==> src/rtl/color_sensor_ctrl_pkg.sv <==
// Shared types and sensor pin codes for the colour path.
package color_pkg;

  typedef enum logic [2:0] {
    ST_IDLE,
    ST_SETTLE,
    ST_GATE,
    ST_DIV,
    ST_NEXT,
    ST_DONE
  } state_t;

  typedef enum logic [1:0] {
    CH_R,
    CH_G,
    CH_B
  } ch_t;

  typedef enum logic {
    MODE_MEAS,
    MODE_CAL
  } mode_t;

  localparam logic [1:0] FILT_R        = 2'b00;
  localparam logic [1:0] FILT_G        = 2'b11;
  localparam logic [1:0] FILT_B        = 2'b01;
  localparam logic [1:0] FREQ_SCALE_20 = 2'b10;

  function automatic logic [1:0] filt_code(input ch_t ch);
    case (ch)
      CH_G:    return FILT_G;
      CH_B:    return FILT_B;
      default: return FILT_R;
    endcase
  endfunction

endpackage

==> src/rtl/color_sensor_ctrl_if.sv <==
// Host-side request/result bundle between the colour controller and the decision logic.
interface color_sensor_ctrl_if #(
  parameter int OUT_W = 10
);
  logic             start;
  logic             cal_req;
  logic             busy;
  logic             cal_done;
  logic             color_valid;
  logic [OUT_W-1:0] r;
  logic [OUT_W-1:0] g;
  logic [OUT_W-1:0] b;

  modport master (
    output start, cal_req,
    input  busy, cal_done, color_valid, r, g, b
  );

  modport slave (
    input  start, cal_req,
    output busy, cal_done, color_valid, r, g, b
  );
endinterface

==> src/rtl/color_sensor_ctrl_div.sv <==
// Serial restoring divider: loads on i_start, one quotient bit per cycle, o_done pulses
// when o_quo is final. Saturation is left to the caller.
module color_div #(
  parameter int N_W = 26,
  parameter int D_W = 16
) (
  input  logic           clk,
  input  logic           rst,
  input  logic           i_start,
  input  logic [N_W-1:0] i_num,
  input  logic [D_W-1:0] i_den,
  output logic           o_done,
  output logic [N_W-1:0] o_quo
);
  localparam int BC_W = $clog2(N_W + 1);

  logic [N_W-1:0]  r_quo;
  logic [D_W-1:0]  r_rem;
  logic [D_W-1:0]  r_den;
  logic [BC_W-1:0] r_bits;
  logic            r_done;
  logic [D_W:0]    w_shift;
  logic            w_fits;
  logic [D_W-1:0]  w_rem_next;

  always_comb begin
    w_shift    = {r_rem, r_quo[N_W-1]};
    w_fits     = (w_shift >= {1'b0, r_den});
    w_rem_next = w_fits ? D_W'(w_shift - {1'b0, r_den}) : w_shift[D_W-1:0];
  end

  always_ff @(posedge clk or posedge rst) begin
    if (rst) begin
      r_quo  <= '0;
      r_rem  <= '0;
      r_den  <= '0;
      r_bits <= '0;
      r_done <= 1'b0;
    end else begin
      r_done <= 1'b0;
      if (i_start) begin
        r_quo  <= i_num;
        r_rem  <= '0;
        r_den  <= i_den;
        r_bits <= BC_W'(N_W);
      end else if (r_bits != '0) begin
        r_rem  <= w_rem_next;
        r_quo  <= {r_quo[N_W-2:0], w_fits};
        r_bits <= r_bits - 1'b1;
        if (r_bits == BC_W'(1)) r_done <= 1'b1;
      end
    end
  end

  assign o_done = r_done;
  assign o_quo  = r_quo;
endmodule

==> src/rtl/color_sensor_ctrl.sv <==
// TCS3200 colour controller: R/G/B gated edge counting, white calibration, normalised output.
// Optional COLOR_AUTO_RUN_EN: after a measurement, restart immediately instead of idling.
module color_sensor_ctrl
  import color_pkg::*;
#(
  parameter int GATE_CYCLES   = 1000,
  parameter int SETTLE_CYCLES = 16,
  parameter int CNT_W         = 16,
  parameter int OUT_W         = 10
) (
  input  logic         clk,
  input  logic         rst,
  input  logic         freq_in,
  output logic [1:0]   filter_select,
  output logic [1:0]   freq_scale,
  output logic         led,
  color_sensor_ctrl_if.slave host
);
  localparam int N_W     = CNT_W + OUT_W;
  localparam int TMR_MAX = (GATE_CYCLES > SETTLE_CYCLES) ? GATE_CYCLES : SETTLE_CYCLES;
  localparam int TMR_W   = $clog2(TMR_MAX + 1);

  state_t           r_state, w_state_next;
  ch_t              r_ch, w_ch_next;
  mode_t            r_mode, w_mode_next;
  logic [TMR_W-1:0] r_tmr;
  logic [2:0]       r_sync;
  logic             w_edge;
  logic [CNT_W-1:0] r_cnt, w_cnt_next, w_ref_cur;
  logic [CNT_W-1:0] r_ref [3];
  logic [OUT_W-1:0] r_shd [3];
  logic [OUT_W-1:0] r_r, r_g, r_b;
  logic             r_cal_done, r_valid;

  logic             w_tmr_clr, w_cnt_clr, w_ref_ld, w_div_start;
  logic             w_shd_ld, w_publish, w_cal_set;
  logic [OUT_W-1:0] w_shd_val, w_q_sat;
  logic [N_W-1:0]   w_num, w_quo;
  logic             w_div_done;

  // r_sync[1:0] is the synchroniser; r_sync[2] holds the previous synchronised level.
  always_ff @(posedge clk or posedge rst) begin
    if (rst) r_sync <= '0;
    else     r_sync <= {r_sync[1:0], freq_in};
  end

  always_comb begin
    w_edge     = r_sync[1] & ~r_sync[2];
    w_cnt_next = (w_edge && (r_cnt != '1)) ? r_cnt + 1'b1 : r_cnt;
    w_ref_cur  = r_ref[r_ch];
    w_num      = (N_W'(w_cnt_next) << OUT_W) - N_W'(w_cnt_next);
    w_q_sat    = (|w_quo[N_W-1:OUT_W]) ? '1 : w_quo[OUT_W-1:0];
  end

  // The divider is loaded on the GATE->DIV edge so its last bit lands in the final DIV cycle.
  color_div #(
    .N_W (N_W),
    .D_W (CNT_W)
  ) u_div (
    .clk     (clk),
    .rst     (rst),
    .i_start (w_div_start),
    .i_num   (w_num),
    .i_den   (w_ref_cur),
    .o_done  (w_div_done),
    .o_quo   (w_quo)
  );

  always_comb begin
    w_state_next = r_state;
    w_ch_next    = r_ch;
    w_mode_next  = r_mode;
    w_tmr_clr    = 1'b0;
    w_cnt_clr    = 1'b0;
    w_ref_ld     = 1'b0;
    w_div_start  = 1'b0;
    w_shd_ld     = 1'b0;
    w_shd_val    = '0;
    w_publish    = 1'b0;
    w_cal_set    = 1'b0;
    case (r_state)
      ST_IDLE: begin
        if (host.cal_req || host.start) begin
          w_mode_next  = host.cal_req ? MODE_CAL : MODE_MEAS;
          w_ch_next    = CH_R;
          w_state_next = ST_SETTLE;
          w_tmr_clr    = 1'b1;
        end
      end
      ST_SETTLE: begin
        if (r_tmr == TMR_W'(SETTLE_CYCLES - 1)) begin
          w_state_next = ST_GATE;
          w_tmr_clr    = 1'b1;
          w_cnt_clr    = 1'b1;
        end
      end
      ST_GATE: begin
        if (r_tmr == TMR_W'(GATE_CYCLES - 1)) begin
          w_tmr_clr = 1'b1;
          if (r_mode == MODE_CAL) begin
            w_ref_ld     = 1'b1;
            w_state_next = ST_NEXT;
          end else begin
            w_div_start  = (w_ref_cur != '0);
            w_state_next = ST_DIV;
          end
        end
      end
      ST_DIV: begin
        if (w_ref_cur == '0) begin
          w_shd_ld     = 1'b1;
          w_shd_val    = '1;
          w_state_next = ST_NEXT;
        end else if (w_div_done) begin
          w_shd_ld     = 1'b1;
          w_shd_val    = w_q_sat;
          w_state_next = ST_NEXT;
        end
      end
      ST_NEXT: begin
        if (r_ch != CH_B) begin
          w_ch_next    = (r_ch == CH_R) ? CH_G : CH_B;
          w_state_next = ST_SETTLE;
          w_tmr_clr    = 1'b1;
        end else begin
          w_state_next = ST_DONE;
          w_publish    = (r_mode == MODE_MEAS);
          w_cal_set    = (r_mode == MODE_CAL);
        end
      end
      ST_DONE: begin
        w_ch_next = CH_R;
`ifdef COLOR_AUTO_RUN_EN
        if (r_mode == MODE_MEAS) begin
          w_state_next = ST_SETTLE;
          w_tmr_clr    = 1'b1;
        end else begin
          w_state_next = ST_IDLE;
        end
`else
        w_state_next = ST_IDLE;
`endif
      end
      default: w_state_next = ST_IDLE;
    endcase
  end

  always_ff @(posedge clk or posedge rst) begin
    if (rst) begin
      r_state    <= ST_IDLE;
      r_ch       <= CH_R;
      r_mode     <= MODE_MEAS;
      r_tmr      <= '0;
      r_cnt      <= '0;
      r_r        <= '0;
      r_g        <= '0;
      r_b        <= '0;
      r_cal_done <= 1'b0;
      r_valid    <= 1'b0;
      for (int unsigned i = 0; i < 3; i++) begin
        r_ref[i] <= '0;
        r_shd[i] <= '0;
      end
    end else begin
      r_state <= w_state_next;
      r_ch    <= w_ch_next;
      r_mode  <= w_mode_next;
      r_tmr   <= w_tmr_clr ? '0 : r_tmr + 1'b1;
      if (w_cnt_clr)              r_cnt <= '0;
      else if (r_state == ST_GATE) r_cnt <= w_cnt_next;
      if (w_ref_ld) r_ref[r_ch] <= w_cnt_next;
      if (w_shd_ld) r_shd[r_ch] <= w_shd_val;
      if (w_publish) begin
        r_r <= r_shd[0];
        r_g <= r_shd[1];
        r_b <= r_shd[2];
      end
      if (w_cal_set) r_cal_done <= 1'b1;
      r_valid <= w_publish;
    end
  end

  assign filter_select    = filt_code(r_ch);
  assign freq_scale       = FREQ_SCALE_20;
  assign led              = 1'b1;
  assign host.busy        = (r_state != ST_IDLE);
  assign host.cal_done    = r_cal_done;
  assign host.color_valid = r_valid;
  assign host.r           = r_r;
  assign host.g           = r_g;
  assign host.b           = r_b;
endmodule

==> src/flat_wrapper.sv <==
// flat-port wrapper written by rule: the top's interface ports become plain ports
module color_sensor_ctrl_flat import color_pkg::*;
#(
  parameter int GATE_CYCLES   = 1000,
  parameter int SETTLE_CYCLES = 16,
  parameter int CNT_W         = 16,
  parameter int OUT_W         = 10
)
  (clk, rst, freq_in, filter_select, freq_scale, led, host_start, host_cal_req, host_busy, host_cal_done, host_color_valid, host_r, host_g, host_b);
  color_sensor_ctrl_if #(.OUT_W(OUT_W)) host_i ();
  input  logic clk;
  input  logic rst;
  input  logic freq_in;
  output logic [1:0] filter_select;
  output logic [1:0] freq_scale;
  output logic led;
  input wire logic [$bits(host_i.start)-1:0] host_start;
  input wire logic [$bits(host_i.cal_req)-1:0] host_cal_req;
  output wire logic [$bits(host_i.busy)-1:0] host_busy;
  output wire logic [$bits(host_i.cal_done)-1:0] host_cal_done;
  output wire logic [$bits(host_i.color_valid)-1:0] host_color_valid;
  output wire logic [$bits(host_i.r)-1:0] host_r;
  output wire logic [$bits(host_i.g)-1:0] host_g;
  output wire logic [$bits(host_i.b)-1:0] host_b;
  assign host_i.start = host_start;
  assign host_i.cal_req = host_cal_req;
  assign host_busy = host_i.busy;
  assign host_cal_done = host_i.cal_done;
  assign host_color_valid = host_i.color_valid;
  assign host_r = host_i.r;
  assign host_g = host_i.g;
  assign host_b = host_i.b;
  color_sensor_ctrl #(.GATE_CYCLES(GATE_CYCLES), .SETTLE_CYCLES(SETTLE_CYCLES), .CNT_W(CNT_W), .OUT_W(OUT_W)) u_core (.clk(clk), .rst(rst), .freq_in(freq_in), .filter_select(filter_select), .freq_scale(freq_scale), .led(led), .host(host_i));
endmodule
==> config.mk <==
export PLATFORM = sky130hd
export DESIGN_NAME = color_sensor_ctrl_flat
export DESIGN_NICKNAME = d
export VERILOG_FILES = /design/src/rtl/color_sensor_ctrl_pkg.sv /design/src/rtl/color_sensor_ctrl_if.sv /design/src/rtl/color_sensor_ctrl_div.sv /design/src/rtl/color_sensor_ctrl.sv /design/src/flat_wrapper.sv
export SDC_FILE = /design/constraint.sdc
export NUM_CORES = 1
export LEC_CHECK = 0
export CORE_ASPECT_RATIO = 0.6
export CORE_MARGIN = 8
export CORE_UTILIZATION = 50
export DETAILED_ROUTE_END_ITERATION = 10
export PLACE_DENSITY = 0.68
export SLEW_MARGIN = 20
export SYNTH_ARGS = -nofsm -noshare
export SYNTH_HDL_FRONTEND = slang
export SYNTH_SLANG_ARGS = --single-unit
==> constraint.sdc <==
create_clock -name clk -period 19.2 [get_ports clk]
set_input_delay 3.84 -clock clk [delete_from_list [all_inputs] [get_ports clk]]
set_output_delay 3.84 -clock clk [all_outputs]
set_load 0.005 [all_outputs]
==> results.yml, run 1 <==
power_and_ir_drop:
  p_int_mw: 0.7590
  power_density_mw_per_mm2: 85.40
  power_switching_mw: 0.2902
  p_sw_share_pct: 27.66
  p_clk_share_pct: 39.8
  p_comb_share_pct: 16.8
  seq_power_share_pct: 43.4
  p_leak_nw: 5.487
  max-vdd-ir-drop_mv: 0.06382
worst_setup_path:
  critPathArrivalTime_ns: 2.20
  cpPeakStageDelay_ns: 0.74
  critical_path_class: "reg -> out"
  crit_path_end_kind: "output port"
  slowest_stage: "dfrtp_1"
  cp.required_ns: 15.36
  critical_path.cell_chain: "inv_1 > ha_1 > clkdlybuf4s50_1"
  start_kind: "flip-flop"
  cp_max_fo: 20
sta:
  relSlewSlack_pct: 30.68
  fin_crit_sh_pct: 31.47
  skew_ns: 0.009119
  rsz0062_at_grt: "no"
  min_period_ns: 6.042
  slew_viol_final: 0
  holdWs_ns: 0.3489
  tns_ns: 0
  max_freq_mhz: 165.5
  final_hold_viol_count: 0
  setup_violations: 0
  tightest_slew_ns: 1.038
synthesis:
  yosysTopAreaCellShare_pct: 47.41
  yosys_warnings: 0
  synth_area_mm2: 0.01103
  synth_top_area_cell: "dfrtp_1"
  syn_avg_cell_area_um2: 9.667
  synth-async-reset-ratio_pct: 100.0
  synth_cells: 1141
  ys.flop_type: "dfrtp_1"
  synth.area.top_cells: "dfrtp_1 (47%), mux2_2 (6.6%), nand2_1 (6.3%), o21ai_0 (5.8%), ha_1 (3.2%)"
  synth_seq_cells: 209
  synth_edf_count: 0
  synth_cell_types: 76
  ys_seq_area_share_pct: 47.41
placed_design:
  dp.final_hpwl_mm: 18.45
  place_congestion: 0.9189
  io_buffers: 39
global_route:
  antenna_found_initial: 0
  grt_max_degree: 145
  grt_pass1_vias: 7929
  grt_pass1_wl_mm: 44.15
  met1_usage_pct: 32.32
  gr-total-overflow: 0
  grt.busiest_layer: "met1"
  grt.total_usage_pct: 19.94
  grt.met3_usage_pct: 3.371
  use_met2_pct: 27.58
clocking:
  clock_latency_ns: 0.50
  htree_levels: 1
  cts_sinks: 209
  ctsHoldBuffers: 0
  ctsRootBufferMaster: "clkbuf_16"
  cts_tree: "built"
  clk_pin_slew_ns: 0.07
  numCtsBuffers: 20
  postCtsSetupBuffers: 0
  cts_resized: 0
  clock_path_buffers: 3
floorplanning:
  die_y_um: 131.1
  die_w_um: 207.8
  row_count: 42
  ios: 43
  start_util_pct: 50.46
  die_area_mm2: 0.02723
  core_area_mm2: 0.02186
detailed_routing:
  drtIter0Drc: 719
  via_per_inst: 5.806
  drc: 0
  wl_per_cell_um: 18.40
  ant_nets: 0
  vias: 8401
  first_pass_iters: 5
  wl_mm: 26.63
cells_and_area:
  fin_nets: 1181
  drive_above_1_share_pct: 12.06
  diodes: 0
  area_growth_pct: 11.38
  n_fill_cell: 1948
hold_path:
  hold_class: "reg -> reg"
status:
  status: "complete, no violations"
flow_run:
  drv_cap: 0
-- through the flow --
step | area (um^2) | instances | total power [mW] | utilization, % | setup WS, ns
after detailed placement | 11590 | 1411 | 0.6343 | 53.01 | 13.20
after global routing | 12290 | 1447 | 1.091 | 56.20 | 13.06
after global placement | 11590 | 1411 | 0.6326 | 53.01 | 13.19
after floorplan | 11030 | 1142 | 0.5938 | - | 9.651
after CTS | 12280 | 1447 | 1.052 | 56.15 | 13.17
final | 12290 | 1447 | 1.049 | 56.20 | 13.16
-- sequential cells by signal, indices dropped and copies added, names as in the netlist, 5 cells and up --
signal,count
u_core.host.g,10
u_core.host.b,10
u_core.u_div.r_bits,5
u_core.r_shd,30
u_core.u_div.o_quo,26
u_core.u_div.r_rem,16
u_core.r_ref,48
u_core.r_tmr,10
u_core.host.r,10
u_core.r_cnt,16
u_core.u_div.r_den,16
-- power groups by stage --
stage                     registers [mW]  logic [mW]  clock network [mW]
after floorplan                    0.457       0.137                   0
after global placement             0.463       0.170                   0
after detailed placement           0.463       0.171                   0
after CTS                          0.455       0.172               0.425
after global routing               0.456       0.191               0.444
final                              0.455       0.176               0.418
-- area by class of cell --
| type | instances | area, um^2 | share of cell area, % |
|---|---|---|---|
| Timing Repair Buffer | 48 | 457.9 | 3.727 |
| Multi-Input combinational cell | 826 | 5381 | 43.80 |
| Inverter | 42 | 171.4 | 1.395 |
| Clock inverter | 9 | 128.9 | 1.049 |
| Clock buffer | 27 | 558.0 | 4.542 |
| Sequential cell | 209 | 5230 | 42.57 |
| Tap cell | 286 | 357.8 | 2.913 |
-- layer usage --
metal	wire, um	up-vias
met1	13990	4113
li1	-	3993
met5	0	-
met2	10430	261
met3	1854	34
met4	350	0
-- cell usage after synthesis (20+ instances only) --
cell type    n
dfrtp_1    209
nand2_1    186
o21ai_0    128
mux2_2      65
nor2_1      51
clkbuf_1    50
a21oi_1     46
inv_1       41
xnor2_1     32
mux2i_1     31
nor3_1      29
ha_1        28
nand3_1     20
-- cell usage in the layout, fill, tap and decap left out, drive strengths merged, types with 27 or more instances in the layout --
master           n
a21oi           47
clkbuf          27
clkdlybuf4s50   39
dfrtp          209
ha              28
inv             41
mux2            66
mux2i           31
nand2          186
nor2            51
nor3            31
o21ai          134
xnor2           36
-- path summary, 6_finish.rpt --
path | from | end | slack, ns | cells past startpoint
max in group asynchronous | rst | u_core.r_ref[17] | 14.01 | 3
setup reg to reg | u_core.r_cnt[0] | u_core.u_div.o_quo[17] | 14.12 | 13
hold reg to reg | u_core.r_sync[0] | u_core.r_sync[1] | 0.35 | 0
min in group asynchronous | rst | u_core.host.b[8] | 3.87 | 2
setup / recovery | u_core.r_ch[1] | filter_select[0] | 13.16 | 3
hold / removal | u_core.r_sync[0] | u_core.r_sync[1] | 0.35 | 0
-- critical path, delay by kind of cell, from the launching register on --
kind                       cells  cell delay [ns]
DFF                            1             0.74
buffers and inverters          2             0.64
adders and majority gates      1             0.32
-- logic make-up after synthesis --
logic type | count (synthesis) | synth area share [%]
other | 2 | 0.06808
multiplexers | 97 | 9.585
adder cells (fa/ha/maj) | 29 | 3.358
XOR/XNOR | 54 | 4.560
AND/OR/NAND/NOR | 392 | 17.21
flip-flops | 209 | 47.41
buffers and inverters | 107 | 3.947
AO/OA/AOI/OAI | 251 | 13.86
(Power assumes the default switching activity.)
==> run 2: changes to the inputs <==
- clock period: 19.2 -> 6.08 ns (I/O delays scaled with it)
==> results.yml, run 2 (synthesized netlist as in run 1, its figures left out) <==
floorplanning:
  start_util_pct: 50.46
  die_y_um: 131.1
  die_area_mm2: 0.02723
  die_w_um: 207.8
  core_area_mm2: 0.02186
  row_count: 42
  ios: 43
cells_and_area:
  fin_nets: 1189
  utilization_pct: 56.32
  final_common_cell: "dfrtp_1"
  largest_register_ffs: 48
  area_growth_pct: 11.63
  final_cell_mix: "dfrtp_1 (209), nand2_1 (186), o21ai_0 (128)"
  drive_above_1_share_pct: 12.44
  design_area_mm2: 0.01231
  diodes: 0
  largest-register: "u_core.r_ref"
detailed_routing:
  drtIter0Drc: 658
  first_pass_iters: 5
  vias: 8319
  wl_mm: 26.66
  wl_per_cell_um: 18.36
  via_per_inst: 5.729
  ant_nets: 0
  drc: 0
hold_path:
  hold_class: "reg -> reg"
worst_setup_path:
  critical_path_class: "reg -> reg"
  cp_max_fo: 12
  start_kind: "flip-flop"
  slowest_stage: "dfrtp_1"
  cp.required_ns: 6.45
  critical_path.top_delay_family: "compound AO/OA/AOI/OAI gates"
  critPathBufInv: 3
  critical_path.cell_chain: "ha_1 > nand4_1 > nor4_4 > buf_4 > nor2b_1 > xnor2_1 > inv_1 > ha_1 > inv_1 > o31a_1 > o211ai_2 > a21oi_1 > xnor2_1 > a21oi_1"
  critPathArrivalTime_ns: 4.70
  cpPeakStageDelay_ns: 0.48
  crit_path_end_kind: "flip-flop"
clocking:
  cts_sinks: 209
  clock_latency_ns: 0.50
  numCtsBuffers: 21
  htree_levels: 1
  clock_path_buffers: 3
  postCtsSetupBuffers: 0
  clk_pin_slew_ns: 0.06
  ctsHoldBuffers: 0
  cts_tree: "built"
  ctsRootBufferMaster: "clkbuf_16"
  cts_resized: 0
global_route:
  grt_max_degree: 146
  antenna_found_initial: 0
  gr-total-overflow: 0
  grt.total_usage_pct: 19.61
  grt_pass1_wl_mm: 43.35
  grt_pass1_vias: 7817
sta:
  slew_viol_final: 0
  relSlewSlack_pct: 32.47
  tns_ns: 0
  max_freq_mhz: 231.0
  fin_crit_sh_pct: 71.19
  final_hold_viol_count: 0
  skew_ns: 0.009777
  rsz0062_at_grt: "no"
  setup_violations: 0
  holdWs_ns: 0.3495
  tightest_slew_ns: 1.011
  setup_slack_ns: 1.752
  min_period_ns: 4.328
placed_design:
  place_congestion: 0.9271
  io_buffers: 39
  dpl_worst_slack_ns: 1.853
  placed_area_mm2: 0.01165
  dp.final_hpwl_mm: 18.86
power_and_ir_drop:
  max-vdd-ir-drop_mv: 0.1850
  p_leak_nw: 5.523
  power_density_mw_per_mm2: 265.0
status:
  status: "complete, no violations"
flow_run:
  drv_cap: 0
## run 2: path summary, 6_finish.rpt
kind                                        from                endpoint  slack (ns)  cells past startpoint
worst max-delay path             u_core.r_cnt[0]  u_core.u_div.o_quo[16]        1.75                     14
worst min-delay path            u_core.r_sync[0]        u_core.r_sync[1]        0.35                      0
worst max register to register   u_core.r_cnt[0]  u_core.u_div.o_quo[16]        1.75                     14
worst min register to register  u_core.r_sync[0]        u_core.r_sync[1]        0.35                      0
max in group asynchronous                    rst         u_core.r_shd[9]        4.17                      3
min in group asynchronous                    rst        u_core.r_ref[39]        1.24                      3
## run 2: where the power goes
group	internal (mW)	total [mW]	switching, mW
combinational	0.216	0.551	0.335
sequential	1.40	1.44	0.0328
clock	0.733	1.27	0.542
total	2.35	3.26	0.910
## run 2: layer usage
metal / up-vias / share of wire [%] / global-route usage [%]
met3: 26 / 8.1 / 4.202
met5: - / 0 / 0
met1: 4036 / 52 / 31.57
met4: 0 / 1.2 / 3.200
li1: 4009 / - / -
met2: 248 / 38 / 26.49
## run 2: layout make-up
| class | count | area [um^2] |
|---|---|---|
| Sequential cell | 209 | 5230 |
| Timing Repair Buffer | 55 | 523.0 |
| Inverter | 42 | 162.7 |
| Multi-Input combinational cell | 826 | 5390 |
| Clock buffer | 28 | 561.8 |
| Clock inverter | 6 | 87.58 |
| Tap cell | 286 | 357.8 |
| Fill cell | 1919 | 9548 |
## run 2: stage by stage
step           instances  total power [mW]
2_1_floorplan       1142             1.875
3_3_place_gp        1418             1.991
3_5_place_dp        1418             1.996
4_1_cts             1452             3.279
5_1_grt             1452             3.380
6_report            1452             3.263
